<file path="config.mk">
export PLATFORM = sky130hd
export DESIGN_NAME = tx_packet_scheduler
export DESIGN_NICKNAME = d
export VERILOG_FILES = /design/src/rtl/tx_packet_scheduler.sv
export SDC_FILE = /design/constraint.sdc
export NUM_CORES = 1
export LEC_CHECK = 0
export ABC_CLOCK_PERIOD_IN_PS = 4500
export CAP_MARGIN = 10
export CORE_MARGIN = 2
export CORE_UTILIZATION = 57
export CTS_BUF_LIST = sky130_fd_sc_hd__clkbuf_2 sky130_fd_sc_hd__clkbuf_4 sky130_fd_sc_hd__clkbuf_8
export DETAILED_ROUTE_END_ITERATION = 7
export PLACE_DENSITY = 0.88
export SLEW_MARGIN = 10
export SYNTH_ARGS = -nofsm -noshare
export SYNTH_HDL_FRONTEND = slang
export SYNTH_SLANG_ARGS = --single-unit
</file>
<file path="constraint.sdc">
create_clock -name clk -period 4.5 [get_ports clk]
set_input_delay 0.9 -clock clk [delete_from_list [all_inputs] [get_ports clk]]
set_output_delay 0.9 -clock clk [all_outputs]
set_load 0.02 [all_outputs]
</file>
<file path="src/rtl/tx_packet_scheduler.sv">
`timescale 1ns/1ps
// tx_packet_scheduler
//   Shares one uart_tx byte transmitter between N_REQ packet sources. Each
//   source owns a one-entry buffer; a round-robin arbiter picks one full
//   buffer while idle, and the FSM frames it as HEADER, type, data[15:8],
//   data[7:0], FOOTER, issuing one byte per uart_tx enable pulse.
// Ports
//   clk, rst      : clock, synchronous active-high reset
//   req_valid     : per-source packet present
//   req_type      : per-source type byte, slice [8i+:8]
//   req_data      : per-source payload, slice [16i+:16]
//   req_ready     : per-source buffer empty (registered)
//   uart_tx_busy  : transmitter shifting a byte
//   uart_tx_en    : one-cycle pulse, transmitter takes uart_tx_data
//   uart_tx_data  : byte for the transmitter, held between pulses
//   grant_id      : source index of the packet in flight
//   pkt_busy      : FSM not idle
//   pkt_done      : one-cycle pulse together with the FOOTER enable
module tx_packet_scheduler #(
  parameter int         N_REQ  = 2,
  parameter logic [7:0] HEADER = 8'hAA,
  parameter logic [7:0] FOOTER = 8'h55,
  localparam int        GW     = (N_REQ > 1) ? $clog2(N_REQ) : 1
) (
  input  logic                clk,
  input  logic                rst,
  input  logic [N_REQ-1:0]    req_valid,
  input  logic [8*N_REQ-1:0]  req_type,
  input  logic [16*N_REQ-1:0] req_data,
  output logic [N_REQ-1:0]    req_ready,
  input  logic                uart_tx_busy,
  output logic                uart_tx_en,
  output logic [7:0]          uart_tx_data,
  output logic [GW-1:0]       grant_id,
  output logic                pkt_busy,
  output logic                pkt_done
);

  typedef enum logic [2:0] {
    S_IDLE = 3'd0,
    S_HDR  = 3'd1,
    S_TYP  = 3'd2,
    S_DHI  = 3'd3,
    S_DLO  = 3'd4,
    S_FTR  = 3'd5
  } state_t;

  state_t           state_r, state_nxt_s;
  logic [N_REQ-1:0] full_r, full_nxt_s, ready_r, accept_s, clr_mask_s;
  logic [7:0]       type_buf_r [N_REQ];
  logic [15:0]      data_buf_r [N_REQ];
  logic [7:0]       sh_type_r;
  logic [15:0]      sh_data_r;
  logic [GW-1:0]    rr_ptr_r, rr_nxt_s, grant_r, grant_nxt_s, pick_s;
  logic [GW:0]      sum_s;
  logic             found_s, take_s, issue_s;
  logic             en_r, en_nxt_s, done_r, done_nxt_s, busy_r;
  logic [7:0]       data_r, data_nxt_s;

  assign accept_s = req_valid & ready_r;
  // The en term covers the cycle before uart_tx reports busy for the last byte.
  assign issue_s  = !uart_tx_busy && !en_r;

  // Round-robin search: first full slot at or above rr_ptr, with wrap-around.
  always_comb begin
    found_s = 1'b0;
    pick_s  = '0;
    sum_s   = '0;
    for (int k = 0; k < N_REQ; k++) begin
      sum_s = {1'b0, rr_ptr_r} + (GW+1)'(k);
      sum_s = (sum_s >= (GW+1)'(N_REQ)) ? (sum_s - (GW+1)'(N_REQ)) : sum_s;
      if (!found_s && full_r[sum_s[GW-1:0]]) begin
        found_s = 1'b1;
        pick_s  = sum_s[GW-1:0];
      end else begin
        found_s = found_s;
      end
    end
  end

  // Next-state and byte issue logic for the framing FSM.
  always_comb begin
    state_nxt_s = state_r;
    en_nxt_s    = 1'b0;
    done_nxt_s  = 1'b0;
    data_nxt_s  = data_r;
    grant_nxt_s = grant_r;
    rr_nxt_s    = rr_ptr_r;
    take_s      = 1'b0;
    case (state_r)
      S_IDLE: begin
        if (found_s) begin
          take_s      = 1'b1;
          grant_nxt_s = pick_s;
          rr_nxt_s    = (pick_s == GW'(N_REQ-1)) ? '0 : (pick_s + GW'(1));
          state_nxt_s = S_HDR;
        end else begin
          state_nxt_s = S_IDLE;
        end
      end
      S_HDR: begin
        if (issue_s) begin
          en_nxt_s    = 1'b1;
          data_nxt_s  = HEADER;
          state_nxt_s = S_TYP;
        end else begin
          state_nxt_s = S_HDR;
        end
      end
      S_TYP: begin
        if (issue_s) begin
          en_nxt_s    = 1'b1;
          data_nxt_s  = sh_type_r;
          state_nxt_s = S_DHI;
        end else begin
          state_nxt_s = S_TYP;
        end
      end
      S_DHI: begin
        if (issue_s) begin
          en_nxt_s    = 1'b1;
          data_nxt_s  = sh_data_r[15:8];
          state_nxt_s = S_DLO;
        end else begin
          state_nxt_s = S_DHI;
        end
      end
      S_DLO: begin
        if (issue_s) begin
          en_nxt_s    = 1'b1;
          data_nxt_s  = sh_data_r[7:0];
          state_nxt_s = S_FTR;
        end else begin
          state_nxt_s = S_DLO;
        end
      end
      S_FTR: begin
        if (issue_s) begin
          en_nxt_s    = 1'b1;
          done_nxt_s  = 1'b1;
          data_nxt_s  = FOOTER;
          state_nxt_s = S_IDLE;
        end else begin
          state_nxt_s = S_FTR;
        end
      end
      default: begin
        state_nxt_s = S_IDLE;
      end
    endcase
  end

  // Buffer occupancy: granted slot empties, accepted slots fill.
  always_comb begin
    clr_mask_s = take_s ? (N_REQ'(1) << pick_s) : '0;
    full_nxt_s = (full_r & ~clr_mask_s) | accept_s;
  end

  // Control and output registers.
  always_ff @(posedge clk) begin
    if (rst) begin
      state_r  <= S_IDLE;
      full_r   <= '0;
      ready_r  <= '1;
      rr_ptr_r <= '0;
      grant_r  <= '0;
      en_r     <= 1'b0;
      done_r   <= 1'b0;
      data_r   <= 8'h00;
      busy_r   <= 1'b0;
    end else begin
      state_r  <= state_nxt_s;
      full_r   <= full_nxt_s;
      ready_r  <= ~full_nxt_s;
      rr_ptr_r <= rr_nxt_s;
      grant_r  <= grant_nxt_s;
      en_r     <= en_nxt_s;
      done_r   <= done_nxt_s;
      data_r   <= data_nxt_s;
      busy_r   <= (state_nxt_s != S_IDLE);
    end
  end

  // Payload storage; contents only matter while the matching full bit is set.
  always_ff @(posedge clk) begin
    for (int i = 0; i < N_REQ; i++) begin
      if (accept_s[i]) begin
        type_buf_r[i] <= req_type[8*i +: 8];
        data_buf_r[i] <= req_data[16*i +: 16];
      end
    end
    if (take_s) begin
      sh_type_r <= type_buf_r[pick_s];
      sh_data_r <= data_buf_r[pick_s];
    end
  end

  assign req_ready    = ready_r;
  assign uart_tx_en   = en_r;
  assign uart_tx_data = data_r;
  assign grant_id     = grant_r;
  assign pkt_busy     = busy_r;
  assign pkt_done     = done_r;

endmodule
</file>
After elaboration in Yosys (flattened, before gate mapping)
Memory sizes are Yosys's and may differ from the RTL's. A register that Yosys moved wholly into a read port is not among the register bits.
Index checks and enable logic that the tools add are counted.
{ "classes": {"eq_ne": 10, "bitwise": 7, "muxes": 32, "add_sub_neg": 4, "shift": 1, "magnitude_cmp": 4, "reduce_logical": 13} }
{ "ops": {"columns": ["operator", "n"], "rows": [
  ["8-bit two-way mux", 5],
  ["8-bit one-hot mux with 5 select lines", 1],
  ["1-bit two-way mux", 21],
  ["3-bit one-hot mux with 6 select lines", 1],
  ["2-bit inequality test (second input constant)", 5],
  ["3-bit by 2-bit == test with 1-bit output (second input constant)", 2],
  ["3-bit == test (second input constant)", 2],
  ["3-bit two-way mux", 2],
  ["6-bit AND reduction", 1],
  ["5-bit nonzero test", 1],
  ["5-bit OR reduction", 1],
  ["2-bit bitwise AND", 2],
  ["1-bit by 2-bit less-than comparator with 1-bit output (second input constant)", 2],
  ["2-bit two-way mux", 2],
  ["2-bit NOT", 2],
  ["2-bit OR reduction", 2],
  ["3-bit by 1-bit == test with 1-bit output (second input constant)", 1],
  ["1-bit logical NOT", 3],
  ["3-bit logical NOT", 1],
  ["3-bit nonzero test", 1],
  ["1-bit by 1-bit adder with 2-bit output (second input constant)", 1],
  ["1-bit by 2-bit >= comparator with 1-bit output (second input constant)", 1],
  ["2-bit >= comparator (second input constant)", 1],
  ["1-bit logical AND", 2],
  ["other kinds (6)", 8]
]} }
{ "word_totals": {"word_cells": 82, "memories": 2, "register_bits": 20, "ram_bits": 48} }
{ "memory_table": {"columns": ["name", "words", "width", "rd", "rd_clocked_by_memory_dff", "write_ports", "line", "source"], "rows": [
  ["data_buf_r", 2, 16, 1, 1, 2, "51", "logic [15:0] data_buf_r [N_REQ];"],
  ["type_buf_r", 2, 8, 1, 1, 2, "50", "logic [7:0] type_buf_r [N_REQ];"]
]} }

Depth between registers and ports, before layout
{ "depth": {"ltp_word": 15, "ltp_mapped": 6, "depth_no_buf": 5} }

Worst setup path after synthesis
No wires, ideal clock.
{ "synth_timing": {"kind": "in2reg", "from": "in req_valid[0]", "to": "mem data_buf_r[0][0] (enable)", "path_stages": 2, "path_slack_ns": 2.653, "t_arrival_ns": 1.468, "path_buffers": 0, "cell_sequence": "nand2_1 > inv_1"} }
{ "synth_lines": {"columns": ["element", "line", "source"], "rows": [
  ["from (decl)", "27", "input logic [N_REQ-1:0] req_valid,"],
  ["to (decl)", "51", null]
]} }

Worst setup path after layout
{ "layout_timing": {"from": "in uart_tx_busy", "to": "reg data_r[4], in the netlist uart_tx_data[4]"} }
{ "layout_between": {"elab_chain_cells": 4, "word_cells_on_any_way": 8, "cone_classes": "eq/ne: 5; reduce/logical: 3"} }
{ "layout_rtl": {"columns": ["element", "line", "source"], "rows": [
  ["from (decl)", "31", "input logic uart_tx_busy,"],
  ["1-bit logical NOT *", "62", "assign issue_s = !uart_tx_busy && !en_r;"],
  ["1-bit logical AND *", "62", null],
  ["2-bit inequality test (no line)", null, null],
  ["6-bit AND reduction (no line) *", null, null],
  ["to (signal assigned)", "179", "data_r <= data_nxt_s;"],
  ["to (decl)", "58", "logic [7:0] data_r, data_nxt_s;"]
]} }
Every way passes the cells marked *; elsewhere a longest branch is shown, timed or not.
A chain may end at the register's enable or synchronous reset.

==> impl_metrics.yaml <==
route:
  drt_drc_violations_left: 0
  wl_per_cell_um: 16.4
  drt.antenna.violating_nets: 0
  firstDrtPassIters: 4
  viasPerCell: 5.39
  dr.first_iter.drc_count: 121
  vias: 1918
  routed_wl_um: 5850
critical_path:
  critPathKind: "in -> reg"
  cp.buffers_inverters: 1
  cpLargestDelayFamily: "simple AND/OR/NAND/NOR gates"
  crit_path_top_delay_cell: "nor2_1"
  start_kind: "input port"
  cp-end-kind: "flop"
  path_max_fanout: 15
  max_stage_delay_ps: 670
  cp.required_ps: 4710
  cp_common_cell: "nor2_1"
  path_cells: "clkdlybuf4s50_1 -> nor2_1 -> nand3_1 -> a22oi_1 -> nor2_1"
  arrival_ps: 2570
cells_and_area:
  fin_area_um2: 4320
  nets: 329
  multi_input_area_um2: 816
  n_fill_cell: 383
  regArea_um2: 2560
  drive_above_1_share_pct: 17.1
  syn2layout_area_growth_pct: 24.4
  antenna_cells: 0
cts:
  clk_pin_slew_worst_paths_ps: 90
  htree_levels: 3
  postCtsSetupBuffers: 0
  cts_resized: 0
  ctsRootBufferMaster: "clkbuf_8"
  ctsLongestPathBuffers: 2
  cts_buffers: 9
  clock_sinks: 92
  cts_tree: "built"
  clock_latency_ps: 360
  hold_buffers: 0
global_route:
  grt_pass1_wl_um: 9140
  antenna_found_initial: 0
  grt_max_degree: 29
  grt-ovfl-total: 0
  grt_pass1_vias: 1897
  grt_usage_pct: 19.3
pwr:
  power_density_nw_per_um2: 418
  p_leak_nw: 1.48
  ir_drop_uv: 274
die:
  die_width_um: 82.1
  core_um2: 5920
  dieHeight_um: 82.1
  ioPinCount: 67
  start_util_pct: 58.7
  dieArea_um2: 6740
  rows: 28
synth:
  ys_warn_count: 0
  yosysSeqAreaShare_pct: 73.7
  synth_cell_types: 36
  syn_avg_cell_area_um2: 16.6
  synth_seq_cells: 92
  synth_top_family_by_area: "multiplexers"
  netlist_area_um2: 3480
  synth_compound_area_share_pct: 7.27
  synth-xor-area-share_pct: 0.252
  synthMuxAreaShare_pct: 8.93
  synthAdderAreaFrac_pct: 0
  syn_inst: 210
  synth_simple_gate_area_share_pct: 7.02
  synth_nets: 263
sta:
  fmax_mhz: 423
  setup_viol: 0
  rsz0062_at_grt: "false"
  slew_headroom_pct: 31.5
  period_share_pct: 52.5
  setup_tns_ps: 0
  finClkSkew_ps: 10.1
  worst_pin_slew_ps: 1030
  hold_viol: 0
  report.final.slew_viol_count: 0
  fin_crit_ps: 2360
place:
  post_dp_cell_area_um2: 4150
  routabilityCongestion: 0.794
  port_buffers: 66
  dpl.hpwl_um: 3900
hold_path:
  hold_class: "reg -> reg"
run:
  maxCapViolCount: 0
outcome:
  outcome: "finished, final reports clean"
worst paths after layout:
check,slack (ps),startpoint,depth (start not counted),endpoint
max,2140,uart_tx_busy,5,uart_tx_data[4]
min reg2reg,460,grant_id,2,grant_id
min,460,grant_id,2,grant_id
max reg2reg,2320,state_r[0],3,sh_data_r[14]
layout by cell type, fill, tap and decap left out, types with 2 or more instances in the layout:
cell type	synthesis	final
clkdlybuf4s50_1	0	66
and4b_1	2	2
nor3_2	6	6
clkbuf_8	0	9
nor2_1	15	15
clkinvlp_4	0	4
a22oi_1	8	8
edfxtp_1	72	72
mux2i_1	4	4
a21oi_1	8	8
a21o_1	3	3
o221a_1	4	4
mux2_2	23	23
a221oi_1	2	2
nand2_1	5	5
inv_1	4	4
dfxtp_1	20	20
o22ai_1	4	4
nand2b_1	3	3
o21ai_1	2	2
tightest hold or removal path: stages (launching register included):
cell and delay [ps]:
dfxtp_1 320, nand2_1 50, a21oi_1 50
synthesized netlist by cell type (all sizes together):
cell	number	area, µm²
and3	1	6.26
inv	4	15.0
nand2b	3	18.8
a22oi	8	60.1
mux2i	4	40.0
or2	1	6.26
edfxtp	72	2160
a221oi	2	17.5
nor2	15	56.3
nand3	1	5.00
clkbuf	3	12.5
o22ai	4	25.0
nand2	5	18.8
a21oi	8	40.0
nand4b	1	8.76
dfxtp	20	400
and4b	2	20.0
mux2	24	270
xor2	1	8.76
buf	8	70.1
or3	1	11.3
a21o	3	22.5
nand3b	1	7.51
o21a	1	7.51
o21ai	4	35.0
nor3	7	65.1
nor2b	2	20.0
o221a	4	45.0
cells by family (layout without fill, tap and decap cells):
logic type / count (synthesis) / in the layout
AOI/OAI and AO/OA: 34 / 34
muxes: 28 / 28
buffers and inverters: 15 / 86
DFF: 92 / 92
xor gates and xnor gates: 1 / 1
and+or+nand+nor: 40 / 40
area by class of cell:
type / instances / share of cell area [%]
Sequential cell: 92 / 59.3
Clock buffer: 9 / 2.87
Clock inverter: 7 / 1.19
Multi-Input combinational cell: 103 / 18.9
Tap cell: 75 / 2.17
Timing Repair Buffer: 66 / 15.3
Inverter: 4 / 0.347
registers in the layout, summed over array words and instances, names as in the netlist:
name,count
data_buf_r,32
full_r,2
grant_id,1
pkt_busy,1
pkt_done,1
req_ready,2
rr_ptr_r,1
sh_data_r,16
sh_type_r,8
state_r,3
type_buf_r,16
uart_tx_data,8
uart_tx_en,1
power breakdown:
group          switching (mW)  internal [mW]  leakage [nW]
logic                   0.128          0.127         0.554
clock network           0.288          0.201        0.0755
registers              0.0430           1.02         0.852
layer usage:
metal	GRT usage, %	vias to the layer above	wire [µm]
met3	5.54	13	301
met4	9.67	0	150
li1	-	930	-
met2	31.0	65	2910
met1	24.0	910	2490
met5	0	-	0
per-stage QoR:
step	utilization [%]	instances	hold slack [ps]	total power, mW	setup slack, ps
5_1_grt	73.0	356	504	1.88	2000
6_report	73.0	356	458	1.81	2140
2_1_floorplan	-	210	501	1.23	2650
3_5_place_dp	70.1	340	453	1.34	1800
3_3_place_gp	70.1	340	444	1.32	1900
4_1_cts	73.0	356	466	1.82	2170
Note: power is estimated with default switching activity, not from simulation.
